### src/rtl/core_pkg.sv
// core_pkg: shared types for the RV32 core pipeline stages.
// Memory operation encoding and MEM-stage FSM states.
package core_pkg;

    typedef enum logic [1:0] {
        MEM_B = 2'b00,
        MEM_H = 2'b01,
        MEM_W = 2'b10
    } mem_size_t;

    typedef struct packed {
        logic      uns;
        mem_size_t size;
    } mem_op_t;

    typedef logic [0:0] mem_state_t;

    localparam mem_state_t IDLE     = 1'b0;
    localparam mem_state_t WAIT_RSP = 1'b1;

endpackage

### src/rtl/core_mem_align.sv
// core_mem_align: misalign detect, store lane steering and
// load lane extraction with sign/zero extension.
module core_mem_align
    import core_pkg::*;
(
    input  logic [1:0]  req_lane,
    input  mem_size_t   req_size,
    input  logic [31:0] req_data,
    output logic        misaligned,
    output logic [3:0]  wstrb,
    output logic [31:0] wdata,
    input  logic [1:0]  ld_lane,
    input  mem_op_t     ld_op,
    input  logic [31:0] rdata,
    output logic [31:0] ld_data
);

    logic [7:0]  ld_byte;
    logic [15:0] ld_half;
    logic        ext;

    always_comb begin
        misaligned = 1'b0;
        wstrb      = 4'hF;
        wdata      = req_data;
        unique case (1'b1)
            req_size == MEM_B: begin
                wstrb = 4'b0001 << req_lane;
                wdata = {4{req_data[7:0]}};
            end
            req_size == MEM_H: begin
                misaligned = req_lane[0];
                wstrb      = 4'b0011 << req_lane;
                wdata      = {2{req_data[15:0]}};
            end
            default: misaligned = req_lane != 2'b00;
        endcase
    end

    assign ld_byte = rdata[{ld_lane, 3'b000} +: 8];
    assign ld_half = rdata[{ld_lane[1], 4'b0000} +: 16];
    assign ext     = !ld_op.uns;

    always_comb begin
        ld_data = rdata;
        unique case (1'b1)
            ld_op.size == MEM_B:
                ld_data = {{24{ext & ld_byte[7]}}, ld_byte};
            ld_op.size == MEM_H:
                ld_data = {{16{ext & ld_half[15]}}, ld_half};
            default: ;
        endcase
    end

endmodule

### src/rtl/core_mem.sv
// core_mem: RV32 memory-access stage; drives the data bus and
// owns the MEM/WB register feeding writeback and EX bypass.
module core_mem
    import core_pkg::*;
#(
    parameter int XLEN = 32
) (
    input  logic            clk,
    input  logic            rest,
    input  logic            em_valid,
    output logic            em_ready,
    input  logic [XLEN-1:0] em_reg_data_mem_addr,
    input  logic [XLEN-1:0] em_csr_data_mem_data,
    input  logic            em_mem_read,
    input  logic            em_mem_write,
    input  mem_op_t         em_mem_op,
    input  logic [4:0]      em_rd,
    input  logic            em_reg_write,
    input  logic [11:0]     em_csr,
    input  logic            em_csr_write,
    output logic            dbus_req_valid,
    input  logic            dbus_req_ready,
    output logic [XLEN-1:0] dbus_addr,
    output logic            dbus_we,
    output logic [3:0]      dbus_wstrb,
    output logic [XLEN-1:0] dbus_wdata,
    input  logic            dbus_rsp_valid,
    input  logic [XLEN-1:0] dbus_rdata,
    output logic            mw_valid,
    input  logic            mw_ready,
    output logic [4:0]      mw_rd,
    output logic            mw_reg_write,
    output logic [XLEN-1:0] mw_reg_write_data,
    output logic            mw_mem_data_valid,
    output logic [11:0]     mw_csr,
    output logic            mw_csr_write,
    output logic [XLEN-1:0] mw_csr_data,
    output logic            misalign_valid,
    output logic [XLEN-1:0] misalign_addr,
    output logic            misalign_store
);

    mem_state_t      state;
    mem_op_t         ld_op;
    logic            mem_op;
    logic            op_misaligned;
    logic            misaligned;
    logic            mw_free;
    logic            take;
    logic [3:0]      st_strb;
    logic [XLEN-1:0] st_data;
    logic [XLEN-1:0] ld_data;

    // The pending load's lane is still in mw_reg_write_data[1:0].
    core_mem_align u_align (
        .req_lane  (em_reg_data_mem_addr[1:0]),
        .req_size  (em_mem_op.size),
        .req_data  (em_csr_data_mem_data),
        .misaligned(op_misaligned),
        .wstrb     (st_strb),
        .wdata     (st_data),
        .ld_lane   (mw_reg_write_data[1:0]),
        .ld_op     (ld_op),
        .rdata     (dbus_rdata),
        .ld_data   (ld_data)
    );

    assign mem_op     = em_mem_read || em_mem_write;
    assign misaligned = mem_op && op_misaligned;
    assign mw_free    = !mw_valid || (mw_ready && mw_mem_data_valid);
    assign take       = em_valid && em_ready;

    always_comb begin
        em_ready       = 1'b0;
        dbus_req_valid = 1'b0;
        if (rest && state == IDLE && em_valid && mw_free) begin
            if (mem_op && !misaligned) begin
                dbus_req_valid = 1'b1;
                em_ready       = dbus_req_ready;
            end else begin
                em_ready = 1'b1;
            end
        end
    end

    assign dbus_addr  = rest ? {em_reg_data_mem_addr[XLEN-1:2], 2'b00} : '0;
    assign dbus_we    = rest && em_mem_write;
    assign dbus_wstrb = (rest && em_mem_write) ? st_strb : 4'h0;
    assign dbus_wdata = rest ? st_data : '0;

    always_ff @(posedge clk) begin
        if (!rest) begin
            state             <= IDLE;
            ld_op             <= '0;
            mw_valid          <= 1'b0;
            mw_rd             <= '0;
            mw_reg_write      <= 1'b0;
            mw_reg_write_data <= '0;
            mw_mem_data_valid <= 1'b0;
            mw_csr            <= '0;
            mw_csr_write      <= 1'b0;
            mw_csr_data       <= '0;
            misalign_valid    <= 1'b0;
            misalign_addr     <= '0;
            misalign_store    <= 1'b0;
        end else begin
            misalign_valid <= 1'b0;
            if (take) begin
                mw_valid          <= 1'b1;
                mw_rd             <= em_rd;
                mw_reg_write      <= em_reg_write && !misaligned;
                mw_reg_write_data <= em_reg_data_mem_addr;
                mw_mem_data_valid <= !(em_mem_read && !misaligned);
                mw_csr            <= em_csr;
                mw_csr_write      <= em_csr_write;
                mw_csr_data       <= em_csr_data_mem_data;
                ld_op             <= em_mem_op;
                if (em_mem_read && !misaligned) begin
                    state <= WAIT_RSP;
                end
                if (misaligned) begin
                    misalign_valid <= 1'b1;
                    misalign_addr  <= em_reg_data_mem_addr;
                    misalign_store <= em_mem_write;
                end
            end else if (state == WAIT_RSP) begin
                if (dbus_rsp_valid) begin
                    mw_reg_write_data <= ld_data;
                    mw_mem_data_valid <= 1'b1;
                    state             <= IDLE;
                end
            end else if (mw_ready && mw_mem_data_valid) begin
                mw_valid <= 1'b0;
            end
        end
    end

endmodule

### config.mk
export PLATFORM = sky130hd
export DESIGN_NAME = core_mem
export DESIGN_NICKNAME = d
export VERILOG_FILES = /design/src/rtl/core_pkg.sv /design/src/rtl/core_mem_align.sv /design/src/rtl/core_mem.sv
export SDC_FILE = /design/constraint.sdc
export NUM_CORES = 1
export LEC_CHECK = 0
export CORE_AREA = 2 2 124 126
export DETAILED_ROUTE_END_ITERATION = 8
export DIE_AREA = 0 0 126 128
export DONT_BUFFER_PORTS = 1
export SYNTH_ARGS = -nofsm -noshare
export SYNTH_HDL_FRONTEND = slang
export SYNTH_HIERARCHICAL = 1
export SYNTH_SLANG_ARGS = --single-unit
### constraint.sdc
create_clock -name clk -period 5.8 [get_ports clk]
set_input_delay 1.16 -clock clk [delete_from_list [all_inputs] [get_ports clk]]
set_output_delay 1.16 -clock clk [all_outputs]
set_load 0.03 [all_outputs]
==> impl_results.md, run 1 <==
* Status: finished, final reports clean
* R2R Setup Slk at 2.72 ns
* Root Buffer: clkbuf_16
* Delay of the slowest critical-path stage at ~0.56 ns
* Setup TNS Final at 0 ns
* Fin crit share at 0.6300
* Setup WS pre-CTS at roughly 2.2 ns
* Worst Tran Pin Value at ~1.2 ns
* Max Cap Viol at 0
* Overflow after GRT at 0
* Pleak at about 0.0036 µW
* Die area at 16,130 µm²
* Routed WL at around 20,000 µm
* Post-Syn Area at a little under 7000 µm²
* Yosys top cell area share at 0.3603
* Largest net degree at the start of global routing at 190
* Drt drc at 0
* Final Setup Violations at 0
* Final worst setup slack at between 2 and 2.5 ns
* Sequential share of the synthesized area at 0.3603
* Met3 WL at 1616 µm
* Predominant post-synthesis flop cell: dfxtp_1
* Layout Nets at roughly 900
* Worst endpoint required time at about 4.6 ns
* Yosys warns at 6
* Final Slew Violations at 0
* Mux cell area share after synthesis at 0.2406
* Setup CP Type: in -> out
* Worst slew margin at 0.2139
* CP Max Fanout at 27
* Count of buffer and inverter cells on the critical path at 1
* Cell Chain, Critical Path: a21boi_0 -> a211o_4 -> inv_1
* Antenna cell count at 0
* End of the worst hold path: ld_op[2]
* Async SR Flop Fraction at 0
* CP startpoint kind: input port
* Core area at roughly 15,000 µm²
* Max VDD drop at between 0.15 and 0.2 mV
* Worst hold path startpoint: ld_op[2]
* Largest delay contributor family on the critical path: compound AO/OA/AOI/OAI gates
* Cts repair resizes at 0
* Die width at roughly 130 µm
* Worst Reg-to-Reg Cells at 4
* WL met2 at roughly 10,000 µm
* Wire length on met1 at between 7000 and 8000 µm
* Reg-to-reg endpoint: mw_csr_data[13]
* All-Layer GR Usage at 0.2415
* Clk slew on worst S/H paths at approximately 0.060 ns
* Worst Setup End Kind: output pin
* Critical R2R Launch: state
* Post CTS Setup Buffer Count at 0
* Antenna violations before repair at 0
* Top layer in use: met4
* Class of the worst hold path: reg -> reg
* Post-synth EDFFs at 0
* Wire per inst at between 20 and 25 µm
* Port Buf Inserts at 0
* Gpl congestion at just over 0.9
* CTS Buffer Depth at 2
* P per Cell Area at 324.7 nW/µm²
* Post-synth top area cell: dfxtp_1
* Syn_area_per_cell at 8.324 µm²
* 1st-iter DRT viols at 314
* Synth Register Bits at 123
* RSZ-0062 raised after global routing: false
* Die H at ~130 µm
* Clock Skews at about 0.012 ns
* Post-Synth Adder-Cell Area at 0
* DP HPWL at around 15,000 µm
* Vias in the first global route at around 5,300
* Fmax at around 270 MHz
* Drt pass-1 iters at 5
* Area fraction in compound gates after synthesis at 0.1282
* Via count at around 5,500
* CTS Buf Count at 17
* Share of layout cells above drive strength 1 at 0.04987
* Cells after synthesis at between 800 and 900
* Largest cells by area after synthesis: dfxtp_1 (36%), mux2i_1 (21%), nand2_1 (8.0%)
* Final Hold Fails at 0
* Cts hold-fix bufs at 0
* H-tree Lvls at 4
* Clk sinks at roughly 120
* Initial Utilization at 0.4598
* Rows at 45
* Synthesis-to-finish area growth at 7.049%
* Yosys cell types at 37
* Fill count at approximately 1,400
* First-pass GRT wire length at roughly 30,000 µm
* Clk Latency, worst-skew pair at 0.41 ns
* Synth Area in Simple Gates at 0.1668
* Final ANT Viol Nets at 0
* Via/cell ratio at between 5 and 6
* IO Count at roughly 320
* Period minus WS final at between 3 and 4 ns
* Critical Path AT at between 2 and 2.5 ns
* Hold-critical path depth at 2
* Largest family of logic cells by synthesized area: multiplexers
* Post-synthesis xor/xnor area fraction at 0
* CTS tree: built
* Slowest cell on crit path: a21boi_0
[worst register-to-register path: cells and delay by family (launching register included)]
kind            cells  cell delay [ns]
compound gates      1             0.43
buf+inv             1             0.89
flops               1             0.99
mux                 1             0.35
simple gates        1             0.34
[cell usage after synthesis, types with 2 or more instances]
master,count
buf_2,14
a22o_1,9
a21boi_0,33
and2_1,32
a211o_1,2
a21oi_1,4
buf_4,14
nor2_1,9
and3_1,36
o21bai_1,2
o22a_1,7
mux2_1,16
nand2_1,145
mux2i_1,144
o21ai_0,33
nand3b_1,2
dfxtp_1,123
clkbuf_1,43
nor2b_1,10
o21ai_1,26
inv_1,90
buf_6,3
a221o_1,8
o21a_1,2
nor3_1,2
[stage by stage]
stage	power [µW]	cell area, µm²	util	hold slack [ns]	cells
floorplan	1333	6838	-	0.4368	822
global placement	1358	6746	0.4539	0.4964	939
detailed placement	1367	6746	0.4539	0.5087	939
CTS	2397	7316	0.4922	0.5167	970
global route	2464	7316	0.4922	0.5384	970
finish	2376	7316	0.4922	0.5105	970
[metal layers]
metal / track usage / vias to the layer above
met5: 0 / -
met4: 0.08856 / 0
met3: 0.07513 / 26
met2: 0.4295 / 254
met1: 0.2723 / 2608
li1: - / 2611
[sequential cells by signal, summed over array words and instances (netlist names), 3 cells and up]
name	cells
mw_reg_write_data	32
mw_csr_data	32
mw_rd	5
ld_op	3
mw_csr	12
misalign_addr	32
[worst max path at each step]
stage | depth (start not counted) | start | endpoint | slack (ns)
CTS | 3 | mw_ready | em_ready | 2.15
global placement | 3 | em_reg_data_mem_addr[0] | dbus_req_valid | 2.21
detailed placement | 3 | mw_ready | em_ready | 2.15
finish | 3 | mw_ready | em_ready | 2.15
floorplan | 10 | em_mem_op[1] | em_ready | 1.72
global route | 3 | state | em_ready | 2.01
[cell usage in the layout, fill, tap and decap left out, types with 2 or more instances in the layout]
cell type / n
nand2_1: 145
mux2i_1: 144
dfxtp_1: 122
inv_1: 90
and3_1: 36
a21boi_0: 33
o21ai_0: 33
and2_1: 32
o21ai_1: 26
clkbuf_16: 17
mux2_1: 16
nor2b_1: 10
nor2_1: 9
a22o_1: 9
a221o_1: 8
o22a_1: 7
a21oi_1: 4
clkinvlp_4: 4
clkinv_2: 3
buf_4: 3
nand3b_1: 2
o21a_1: 2
conb_1: 2
bufinv_16: 2
clkinv_4: 2
clkbuf_1: 2
o21bai_1: 2
[kinds of logic after synthesis]
family                 Yosys count
AOI/OAI and AO/OA              131
buffers and inverters          164
DFF                            123
muxes                          161
other                            1
and+or+nand+nor                241
[power breakdown]
| part | switching [µW] | internal [µW] | leakage, µW | total [µW] |
|---|---|---|---|---|
| logic | 187 | 117 | 0.00235 | 304 |
| registers | 146 | 898 | 0.00101 | 1040 |
| clock network | 389 | 639 | 0.000268 | 1030 |
[final cells by class]
type | instances | area (µm²) | share of cell area
repair buffers | 3 | 22.52 | 0.003079
inverters | 90 | 337.8 | 0.04618
clock inverters | 11 | 122.6 | 0.01676
well taps | 188 | 235.2 | 0.03215
multi-input cells | 535 | 3687 | 0.5040
clock buffers | 20 | 446.7 | 0.06106
flip-flops and latches | 123 | 2464 | 0.3368
(Power assumes the default switching activity.)
==> inputs of run 2 (changes only) <==
- clock period: 5.8 -> 3.7 ns (I/O delays scaled with it)
==> run 2 against run 1 <==
Routed wire length is 0.97% lower. Non-clock buffer count increased by 4. Clock power grew 54%. Total power is 56% higher. Sequential power rose by 57%. Via count is 0.31% lower. Final area rose by 0.55%. Worst setup slack lost 1.2 ns. Clock-buffer cell count is 3 higher. Core utilization rose by 0.27 points. Critical path type is now reg -> out. Highest routed layer unchanged.
==> impl_results.md, run 2 (synthesis gave the netlist of run 1 again) <==
* Fmax at about 360 MHz
* Most frequent cells in the layout: nand2_1 (145), mux2i_1 (144), dfxtp_1 (122), inv_1 (90), and3_1 (36)
* Final ANT Viol Nets at 0
* Period minus WS final at 2.750 ns
* Hold-critical path depth at 2
* Clk sinks at between 100 and 150
* Class of the worst hold path: in -> reg
* Drt drc at 0
* WL met2 at between 10,000 and 15,000 µm
* Worst endpoint required time at 2.96 ns
* DP HPWL at approximately 14,000 µm
* Gpl congestion at 0.9388
* Psw at ~1100 µW
* Routed WL at roughly 20,000 µm
* Critical R2R Launch: mw_reg_write_data[1]
* P_int at approximately 2600 µW
* Port Buf Inserts at 0
* Die H at roughly 130 µm
* Top Registers: misalign_addr (32), mw_csr_data (32), mw_reg_write_data (32)
* Wire length on met1 at around 8000 µm
* Clk Latency, worst-skew pair at roughly 0.4 ns
* P per Cell Area at 503.8 nW/µm²
* Final Hold Fails at 0
* Tightest hold margin at approximately 0.46 ns
* Cts hold-fix bufs at 0
* Overflow after GRT at 0
* Seq pwr share at 0.441
* Pleak at 0.003656 µW
* Die area at 16,130 µm²
* Critical Path AT at roughly 2.0 ns
* CP Max Fanout at 4
* Clock Skews at 0.009071 ns
* CP startpoint kind: register
* Total power draw at about 3700 µW
* Worst hold path startpoint: em_csr_data_mem_data[20]
* Worst Setup End Kind: output pin
* Via/cell ratio at between 5 and 6
* Vias in the first global route at 5,282
* IO Count at 316
* Largest delay contributor family on the critical path: compound AO/OA/AOI/OAI gates
* Status: finished, final reports clean
* CTS tree: built
* Wire per inst at slightly above 20 µm
* Max VDD drop at 0.3046 mV
* Met3 WL at 1552 µm
* Antenna violations before repair at 0
* Final Setup Violations at 0
* Final Slew Violations at 0
* Post CTS Setup Buffer Count at 0
* Worst Reg-to-Reg Cells at 7
* Via count at ~5,500
* Clk slew on worst S/H paths at about 0.060 ns
* Fin crit share at 0.7432
* Antenna cell count at 0
* Delay of the slowest critical-path stage at approximately 0.66 ns
* R2R Setup Slk at roughly 1.2 ns
* Max Cap Viol at 0
* Drt pass-1 iters at 6
* Top layer in use: met4
* Net Sw Frac at 0.3062
* First-pass GRT wire length at about 30,000 µm
* Root Buffer: clkbuf_16
* Reg-to-reg endpoint: mw_reg_write_data[12]
* Core area at ~15,000 µm²
* Initial Utilization at 0.4598
* Setup TNS Final at 0 ns
* CTS Buffer Depth at 2
* Die width at roughly 130 µm
* End of the worst hold path: mw_csr_data[20]
* Worst slew margin at 0.4121
* Largest net degree at the start of global routing at between 150 and 200
* All-Layer GR Usage at 0.2402
* RSZ-0062 raised after global routing: false
* Logic pwr share at 0.130
* H-tree Lvls at 4
* Cts repair resizes at 0
* Count of buffer and inverter cells on the critical path at 1
* Setup CP Type: reg -> out
* 1st-iter DRT viols at approximately 380
* Worst Tran Pin Value at approximately 0.88 ns
* CTS Buf Count at 17
* Rows at 45
* Cell Chain, Critical Path: a21boi_0 -> a211o_4 -> inv_1
* Layout Nets at 900
* Commonest non-fill, non-tap cell in the layout: nand2_1
* Clock network power share at 0.430
* Slowest cell on crit path: a21boi_0
* Synthesis-to-finish area growth at 7.635%
* Share of layout cells above drive strength 1 at 0.05464
==> run 2: metal layers <==
| metal | up-vias | track usage |
|---|---|---|
| li1 | 2619 | - |
| met1 | 2573 | 0.2747 |
| met2 | 257 | 0.4159 |
| met3 | 33 | 0.08306 |
| met4 | 0 | 0.08920 |
| met5 | - | 0 |
==> run 2: stage by stage <==
| step | utilization | std cells | area, µm² | setup slack [ns] |
|---|---|---|---|---|
| 2_1_floorplan | - | 822 | 6838 | 0.4558 |
| 3_3_place_gp | 0.4567 | 943 | 6789 | 1.123 |
| 3_5_place_dp | 0.4567 | 943 | 6789 | 1.068 |
| 4_1_cts | 0.4949 | 975 | 7356 | 0.9132 |
| 5_1_grt | 0.4949 | 975 | 7356 | 0.8782 |
| 6_report | 0.4949 | 975 | 7356 | 0.9503 |
==> run 2: power by group through the flow <==
stage / clock network, µW / registers, µW / logic [µW]
floorplan: 0 / 1630 / 460
global placement: 0 / 1660 / 472
detailed placement: 0 / 1660 / 483
CTS: 1630 / 1630 / 484
global route: 1690 / 1640 / 523
finish: 1590 / 1630 / 481
==> run 2: final cells by class <==
class                      count  area, µm²
clock buffer                  23      478.0
multi-input combinational    535       3687
fill                        1435       7508
inverter                      90      337.8
clock inverter                 9      88.84
timing repair buffer           7      65.06
sequential                   123       2464
tap                          188      235.2
==> run 2: worst max-delay path by stage <==
| stage | startpoint | to | slack [ns] | cells after the start |
|---|---|---|---|---|
| 2_1_floorplan | em_mem_op[1] | em_ready | 0.46 | 10 |
| 5_1_grt | mw_mem_data_valid | em_ready | 0.88 | 3 |
| 4_1_cts | mw_mem_data_valid | em_ready | 0.91 | 3 |
| 3_3_place_gp | em_mem_op[1] | dbus_wdata[12] | 1.12 | 3 |
| 6_report | mw_valid | em_ready | 0.95 | 3 |
| 3_5_place_dp | em_mem_op[1] | dbus_wdata[12] | 1.07 | 3 |
==> inputs of run 3 (changes only) <==
- CORE_AREA: 2 2 124 126 -> 2 2 122 124
- DIE_AREA: 0 0 126 128 -> 0 0 124 126
- PLACE_DENSITY: unset -> 0.65
- clock period: 3.7 -> 2.2 ns (I/O delays scaled with it)
==> run 3 against run 2 <==
Die area fell by 3.1%. Cell count rose by 1.1%. Via count rose by 2.2%. Clock skew fell by 0.0013 ns.
==> impl_results.md, run 3 (synthesis gave the netlist of run 1 again) <==
* Synthesis-to-finish area growth at 10.40%
* CTS tree: built
* All-Layer GR Usage at 0.2537
* H-tree Lvls at 4
* Status: finished, final reports clean
* Antenna violations before repair at 0
* Final Hold Fails at 0
* Via/cell ratio at between 5 and 6
* Seq pwr share at 0.411
* Die H at between 100 and 150 µm
* Setup TNS Final at 0 ns
* Die width at 124 µm
* Fin crit share at 0.9478
* Top layer in use: met4
* Final Slew Violations at 0
* Wire per inst at 20.55 µm
* Routed WL at a little over 20,000 µm
* Clk sinks at between 100 and 150
* 1st-iter DRT viols at 397
* Period minus WS final at between 2 and 2.5 ns
* Setup CP Type: reg -> out
* Logic pwr share at 0.130
* Net Sw Frac at 0.2932
* Wire length on met1 at just under 8000 µm
* Antenna cell count at 0
* Clock Skews at between 0.007 and 0.008 ns
* Share of layout cells above drive strength 1 at 0.07606
* Max Cap Viol at 0
* Clock network power share at 0.459
* IO Count at roughly 320
* Drt drc at 0
* Worst Setup End Kind: output pin
* Setup WS pre-CTS at between 0.15 and 0.2 ns
* Final worst setup slack at about 0.11 ns
* CP Max Fanout at 12
* P_int at 4673 µW
* Largest net degree at the start of global routing at 190
* WL met2 at 10,270 µm
* CTS Buf Count at 17
* Gpl congestion at slightly below 0.9
* Die area at roughly 16,000 µm²
* Class of the worst hold path: in -> reg
* Final Util at 0.5271
* Most frequent cells in the layout: nand2_1 (145), mux2i_1 (144), dfxtp_1 (122), inv_1 (90), and3_1 (36)
* Port Buf Inserts at 0
* Commonest non-fill, non-tap cell in the layout: nand2_1
* CP startpoint kind: register
* Fmax at about 480 MHz
* Post CTS Setup Buffer Count at 0
* First-pass GRT wire length at about 30,000 µm
* Final Setup Violations at 0
* DP HPWL at 14,770 µm
* Tightest hold margin at 0.1517 ns
* Clk Latency, worst-skew pair at 0.41 ns
* P per Cell Area at 876.3 nW/µm²
* Initial Utilization at 0.4774
* Core area at about 14,000 µm²
* RSZ-0062 raised after global routing: false
* Drt pass-1 iters at 4
* Worst slew margin at 0.5611
* Final ANT Viol Nets at 0
* CTS Buffer Depth at 2
* Worst Tran Pin Value at approximately 0.66 ns
* Vias in the first global route at 5,485
* Root Buffer: clkbuf_16
* Worst endpoint required time at approximately 1.8 ns
* Met3 WL at about 1700 µm
* Critical Path AT at 1.65 ns
* Max VDD drop at between 0.5 and 0.6 mV
* Layout Nets at 915
* Overflow after GRT at 0
* Top Registers: misalign_addr (32), mw_csr_data (32), mw_reg_write_data (32)
* Rows at 44
* Clk slew on worst S/H paths at 0.06 ns
* Via count at roughly 5,600
* Psw at 1939 µW
* Pleak at 0.003785 µW
run 3: worst max-delay path: stages (launching register included):
cell	delay, ns
dfxtp_2	0.31
nand3b_1	0.24
a211o_4	0.43
inv_1	0.25
run 3: metrics by stage:
| stage | total power (µW) | area [µm²] | std cells |
|---|---|---|---|
| 6_report | 6612 | 7545 | 986 |
| 3_5_place_dp | 3629 | 6903 | 954 |
| 4_1_cts | 6669 | 7543 | 986 |
| 5_1_grt | 6844 | 7545 | 986 |
| 2_1_floorplan | 3514 | 6840 | 822 |
| 3_3_place_gp | 3603 | 6903 | 954 |
run 3: layout make-up:
type	instances	area, µm²
well taps	184	230.2
multi-input cells	535	3682
clock buffers	19	452.9
repair buffers	22	190.2
inverters	90	337.8
flip-flops and latches	123	2464
clock inverters	13	187.7
fillers	1331	6769
run 3: worst paths after layout:
kind                                 start                   end  slack, ns  cells past startpoint
hold / removal    em_csr_data_mem_data[20]       mw_csr_data[20]       0.15                      2
hold reg to reg                   ld_op[2]              ld_op[2]       0.54                      2
setup / recovery                     state              em_ready       0.11                      3
setup reg to reg      mw_reg_write_data[1]  mw_reg_write_data[7]       0.14                      7
run 3: repair_timing:
action | in CTS | in global routing
gates resized for setup | 0 | 1
setup endpoints to repair | 0 | 1
hold buffers | 0 | 0
run 3: power groups by stage:
| stage | sequential, µW | clock, µW | combinational (µW) |
|---|---|---|---|
| finish | 2720 | 3030 | 860 |
| global route | 2730 | 3180 | 932 |
| CTS | 2720 | 3090 | 862 |
| detailed placement | 2770 | 0 | 860 |
| global placement | 2770 | 0 | 836 |
| floorplan | 2740 | 0 | 773 |
run 3: metal layers:
layer | vias up | GRT usage
met5 | - | 0
met4 | 0 | 0.1038
met3 | 36 | 0.08605
met2 | 262 | 0.4518
met1 | 2632 | 0.2709
li1 | 2673 | -
